`src/rtl/sys_out_deskew.sv`:
```
// Output collector for the triangular systolic array: realigns skewed lane samples into rows,
// buffers them in a row FIFO drained over valid/ready, and back-pressures the control unit.
module sys_out_deskew #(
  parameter int N_DIM      = 3,
  parameter int DATA_W     = 16,
  parameter int FIFO_DEPTH = 8
) (
  input  logic                    clk,
  input  logic                    rst,
  input  logic                    flush,
  input  logic [N_DIM-1:0]        lane_valid,
  input  logic [N_DIM*DATA_W-1:0] lane_data,
  output logic                    freeze,
  output logic                    out_valid,
  input  logic                    out_ready,
  output logic [N_DIM*DATA_W-1:0] out_data,
  output logic [15:0]             out_row_cnt,
  output logic                    skew_err,
  output logic                    ovf_err
);

  localparam int AW = $clog2(FIFO_DEPTH);
  localparam int CW = AW + 1;
  localparam int RW = N_DIM * DATA_W;

  if ((FIFO_DEPTH < N_DIM + 1) || ((FIFO_DEPTH & (FIFO_DEPTH - 1)) != 0)) begin : g_bad_depth
    $error("sys_out_deskew: FIFO_DEPTH must be a power of 2 and at least N_DIM+1");
  end

  logic [N_DIM-1:0] al_v_s;
  logic [RW-1:0]    al_d_s;

  // Lane i is delayed by N_DIM-1-i cycles so that all lanes of one row meet at the aligner.
  for (genvar i = 0; i < N_DIM; i++) begin : g_lane
    localparam int L = N_DIM - 1 - i;
    if (L == 0) begin : g_pass
      assign al_v_s[i]                  = lane_valid[i];
      assign al_d_s[i*DATA_W +: DATA_W] = lane_data[i*DATA_W +: DATA_W];
    end else begin : g_dly
      logic [L-1:0]             v_q;
      logic [L-1:0][DATA_W-1:0] d_q;

      // Shift register for this lane's valid and data.
      always_ff @(posedge clk or negedge rst) begin
        if (!rst) begin
          v_q <= '0;
          d_q <= '0;
        end else if (flush) begin
          v_q <= '0;
          d_q <= '0;
        end else begin
          v_q[0] <= lane_valid[i];
          d_q[0] <= lane_data[i*DATA_W +: DATA_W];
          for (int k = 1; k < L; k++) begin
            v_q[k] <= v_q[k-1];
            d_q[k] <= d_q[k-1];
          end
        end
      end

      assign al_v_s[i]                  = v_q[L-1];
      assign al_d_s[i*DATA_W +: DATA_W] = d_q[L-1];
    end
  end

  logic [RW-1:0] mem_q [FIFO_DEPTH];
  logic [AW-1:0] wr_q, wr_d, rd_q, rd_d;
  logic [CW-1:0] cnt_q, cnt_d;
  logic [15:0]   row_cnt_q, row_cnt_d;
  logic          skew_q, skew_d, ovf_q, ovf_d;
  logic          all_v_s, any_v_s, full_s, pop_s, push_s;

  assign all_v_s = &al_v_s;
  assign any_v_s = |al_v_s;
  assign full_s  = (cnt_q == CW'(FIFO_DEPTH));
  assign pop_s   = out_valid & out_ready;
  // A full FIFO still accepts a row when the head leaves in the same cycle.
  assign push_s  = all_v_s & (~full_s | pop_s);

  // Next-state for pointers, occupancy, pop counter and sticky error flags.
  always_comb begin
    wr_d      = wr_q;
    rd_d      = rd_q;
    cnt_d     = cnt_q;
    row_cnt_d = row_cnt_q;
    skew_d    = skew_q;
    ovf_d     = ovf_q;
    if (flush) begin
      wr_d      = '0;
      rd_d      = '0;
      cnt_d     = '0;
      row_cnt_d = '0;
      skew_d    = 1'b0;
      ovf_d     = 1'b0;
    end else begin
      if (push_s) begin
        wr_d = wr_q + AW'(1);
      end else begin
        wr_d = wr_q;
      end
      if (pop_s) begin
        rd_d      = rd_q + AW'(1);
        row_cnt_d = row_cnt_q + 16'd1;
      end else begin
        rd_d      = rd_q;
        row_cnt_d = row_cnt_q;
      end
      case ({push_s, pop_s})
        2'b10:   cnt_d = cnt_q + CW'(1);
        2'b01:   cnt_d = cnt_q - CW'(1);
        default: cnt_d = cnt_q;
      endcase
      if (any_v_s && !all_v_s) begin
        skew_d = 1'b1;
      end else begin
        skew_d = skew_q;
      end
      if (all_v_s && full_s && !pop_s) begin
        ovf_d = 1'b1;
      end else begin
        ovf_d = ovf_q;
      end
    end
  end

  // FIFO storage and control registers.
  always_ff @(posedge clk or negedge rst) begin
    if (!rst) begin
      for (int k = 0; k < FIFO_DEPTH; k++) mem_q[k] <= '0;
      wr_q      <= '0;
      rd_q      <= '0;
      cnt_q     <= '0;
      row_cnt_q <= '0;
      skew_q    <= 1'b0;
      ovf_q     <= 1'b0;
    end else begin
      if (flush) begin
        for (int k = 0; k < FIFO_DEPTH; k++) mem_q[k] <= '0;
      end else if (push_s) begin
        mem_q[wr_q] <= al_d_s;
      end
      wr_q      <= wr_d;
      rd_q      <= rd_d;
      cnt_q     <= cnt_d;
      row_cnt_q <= row_cnt_d;
      skew_q    <= skew_d;
      ovf_q     <= ovf_d;
    end
  end

  // Free slots must cover the rows that may still be in the skew pipeline.
  assign freeze      = ((CW'(FIFO_DEPTH) - cnt_q) <= CW'(N_DIM));
  assign out_valid   = (cnt_q != '0);
  assign out_data    = mem_q[rd_q];
  assign out_row_cnt = row_cnt_q;
  assign skew_err    = skew_q;
  assign ovf_err     = ovf_q;

endmodule

```
`config.mk`:
```
export PLATFORM = sky130hd
export DESIGN_NAME = sys_out_deskew
export DESIGN_NICKNAME = d
export VERILOG_FILES = /design/src/rtl/sys_out_deskew.sv
export SDC_FILE = /design/constraint.sdc
export NUM_CORES = 1
export LEC_CHECK = 0
export CORE_ASPECT_RATIO = 0.6
export CORE_MARGIN = 3
export CORE_UTILIZATION = 45
export CTS_CLUSTER_SIZE = 12
export DETAILED_ROUTE_END_ITERATION = 16
export DONT_BUFFER_PORTS = 1
export PLACE_DENSITY = 0.64
export SYNTH_ARGS = -nofsm -noshare
export SYNTH_HDL_FRONTEND = slang
export SYNTH_SLANG_ARGS = --single-unit
export TNS_END_PERCENT = 5
```
`constraint.sdc`:
```
create_clock -name clk -period 6.9 [get_ports clk]
set_input_delay 1.38 -clock clk [delete_from_list [all_inputs] [get_ports clk]]
set_output_delay 1.38 -clock clk [all_outputs]
set_load 0.02 [all_outputs]
```
==> results.json <==
{
  "reg2reg_to": "mem_q[101]$_DFFE_PN0P_",
  "cp.arrival_ps": 3050,
  "place_ws_ps": 3073,
  "clkPwrFrac_pct": 45.5,
  "ctsResizeCount": 0,
  "power_switching_mw": 1.203,
  "dr.pass1.iters": 5,
  "critPathLaunch": "rd_q[1]$_DFFE_PN0P_",
  "final_common_cell": "nand2_1",
  "tightest_slew_ps": 1757,
  "slew_headroom_pct": -17.15,
  "core_area_sq_mm": 0.04663,
  "antenna_found_initial": 3,
  "grt-ovfl-total": 0,
  "routed_wl_um": 59770,
  "ys_seq_area_share_pct": 54.07,
  "synthAdderAreaFrac_pct": 0.2335,
  "place.gp.congestion": 0.7696,
  "final_cell_mix": "nand2_1, dfrtp_1, a21oi_1",
  "power.density_mw_per_mm2": 237.7,
  "setup_viol": 0,
  "rsz0062_at_grt": "no",
  "synth_ff_type": "dfrtp_1",
  "maxCapViolCount": 0,
  "vias_per_cell": 5.870,
  "die_w_um": 287.7,
  "drt_iter0_markers": 1825,
  "reg2reg_from": "cnt_q[1]$_DFFE_PN0P_",
  "num-nets-final": 2085,
  "synth_edf_count": 0,
  "ctsLongestPathBuffers": 3,
  "vias": 15740,
  "synthTopCellsByArea": "dfrtp_1, nand2_1, mux4_2",
  "hold_viol": 0,
  "synth_nets": 2235,
  "synth.avg_cell_area_sq_um": 9.848,
  "synth_cells": 2176,
  "start_util_pct": 45.95,
  "synth_compound_area_share_pct": 10.75,
  "yosysWarnings": 0,
  "dieArea_sq_mm": 0.05036,
  "synthXorXnorAreaFrac_pct": 0.5722,
  "status": "finished with violations",
  "ir_drop_uv": 220.3,
  "slew_viol_final": 373,
  "post-route-period-util_pct": 64.18,
  "placed_area_sq_mm": 0.02145,
  "root_buffer": "clkbuf_16",
  "p_int_mw": 4.239,
  "rr_worst_depth": 5,
  "hold_buffers": 0,
  "post_cts_buffers": 0,
  "antenna_cells": 0,
  "synth_area_leader_cell": "dfrtp_1",
  "hold_class": "flop to flop",
  "finalHoldWorstSlack_ps": 462.4,
  "worstSetupPathType": "flop to output port",
  "syn_to_final_growth_pct": 6.849,
  "finalInstanceArea_sq_mm": 0.02290,
  "violations": "slew limit",
  "min_period_ps": 4429,
  "fp.dieH_um": 175.0,
  "io_buffers": 0,
  "endpoint_kind": "output port",
  "syn_area_sq_mm": 0.02143,
  "htreeDepth": 2,
  "cts_tree": "done",
  "drc_errors": 0,
  "dp_hpwl_um": 31970,
  "grtUsageTotal_pct": 23.76,
  "final_layout_size_suffix_gt1_share_pct": 12.28,
  "wl_per_cell_um": 22.28,
  "cts_sinks": 463,
  "synth_cell_types": 46,
  "layout_setup_ws_ps": 2471,
  "reg2reg_slack_ps": 3680,
  "io_pins": 123,
  "crit_fanout": 55,
  "cts_made_buffers": 47,
  "ys_ff_latch": 463,
  "cts.clk_slew.worst_paths_ps": 60,
  "synth_top_family_by_area": "simple AND/OR/NAND/NOR gates",
  "swShare_pct": 22.11,
  "p_seq_share_pct": 51.1,
  "muxShareOfSynthArea_pct": 12.71,
  "yosys.area.top_type_share_pct": 54.07,
  "max_freq_mhz": 225.8,
  "synthArstFlopShare_pct": 100.0,
  "clk_latency_ps": 560,
  "drtAntennaViolNets": 0,
  "grt_pass1_wl_um": 93410,
  "pwr-share-comb_pct": 3.4,
  "cp.required_ps": 5520,
  "clock_skew_ps": 15.95,
  "endpoint": "out_data[25]",
  "row_count": 61,
  "synth_simple_gate_area_share_pct": 16.77,
  "grt_pass1_vias": 15510,
  "worst_setup_path_start_kind": "flop",
  "tns_ps": 0,
  "p_leak_nw": 9.094,
  "grt_max_degree": 466
}
[logic make-up after synthesis]
logic type      count (synthesis)
simple gates                  895
flops                         463
compound gates                429
buf+inv                       225
mux                           146
xor+xnor                       14
fa+ha+maj                       4
[state kept, by name, summed over array words and instances (netlist names)]
name,count
g_lane.g_dly.v_q,3
wr_q,3
cnt_q,4
skew_err,1
al_d_s,16
g_lane.g_dly.d_q,32
ovf_err,1
rd_q,3
mem_q,384
out_row_cnt,16
[synth_stat cells (3+ instances only)]
cell type and number:
nand4_1 3, nor2b_1 54, mux2_2 49, buf_2 55, o21ai_0 5, nor3b_1 3, nor3_1 6, ha_1 4
nor2_1 23, mux4_2 96, o211ai_2 5, buf_4 16, clkbuf_1 87, nand3_1 10, buf_1 53, o2111a_1 3
o211a_1 5, or4_1 4, buf_6 10, xor2_1 6, xnor2_1 8, o2111ai_2 3, dfrtp_1 463, a21oi_1 393
inv_1 4, nand2_1 779, nor4_1 3, o31ai_1 3
[critical path, stage by stage (launching register included)]
cell and delay [ps]:
dfrtp_4 980, buf_4 690, mux4_2 390, mux2_2 370
[area by class of cell]
cell class / instances / area, sq um
clock buffers: 70 / 1385
clock inverters: 5 / 65.06
fillers: 4137 / 23740
inverters: 4 / 15.01
multi-input cells: 1488 / 8884
flip-flops and latches: 463 / 11590
well taps: 630 / 788.3
repair buffers: 22 / 165.2
[power by group through the flow]
stage / Clock (mW) / Sequential, mW / Combinational [mW]
detailed placement: 0 / 2.83 / 0.188
global route: 2.64 / 2.78 / 0.201
finish: 2.48 / 2.78 / 0.184
CTS: 2.53 / 2.78 / 0.188
floorplan: 0 / 2.79 / 0.233
global placement: 0 / 2.83 / 0.185
[routing by layer]
metal / part of all wire, % / up-vias / global-route usage [%]
met4: 1.6 / 2 / 4.595
met3: 9.1 / 83 / 4.941
li1: - / 6931 / -
met2: 44 / 704 / 35.51
met1: 45 / 8024 / 36.11
met5: 0.022 / - / 0
[worst min path at each step]
stage	startpoint	endpoint	slack, ps	depth (start not counted)
detailed placement	g_lane[0].g_dly.d_q[0]$_DFF_PN0_	al_d_s[0]$_DFF_PN0_	450	1
floorplan	g_lane[0].g_dly.d_q[0]$_DFF_PN0_	al_d_s[0]$_DFF_PN0_	440	1
global route	g_lane[0].g_dly.d_q[0]$_DFF_PN0_	al_d_s[0]$_DFF_PN0_	480	1
CTS	g_lane[0].g_dly.d_q[11]$_DFF_PN0_	al_d_s[11]$_DFF_PN0_	460	1
finish	g_lane[0].g_dly.d_q[11]$_DFF_PN0_	al_d_s[11]$_DFF_PN0_	460	1
global placement	g_lane[0].g_dly.v_q[0]$_DFF_PN0_	g_lane[0].g_dly.v_q[1]$_DFF_PN0_	450	1
[metrics by stage]
| stage | utilization (%) | power, mW | std cells |
|---|---|---|---|
| finish | 49.10 | 5.442 | 2682 |
| detailed placement | 45.99 | 3.018 | 2607 |
| global placement | 45.99 | 3.016 | 2607 |
| global route | 49.10 | 5.626 | 2682 |
| floorplan | - | 3.026 | 2176 |
| CTS | 49.10 | 5.497 | 2682 |
Power figures use the tool's default switching activity.
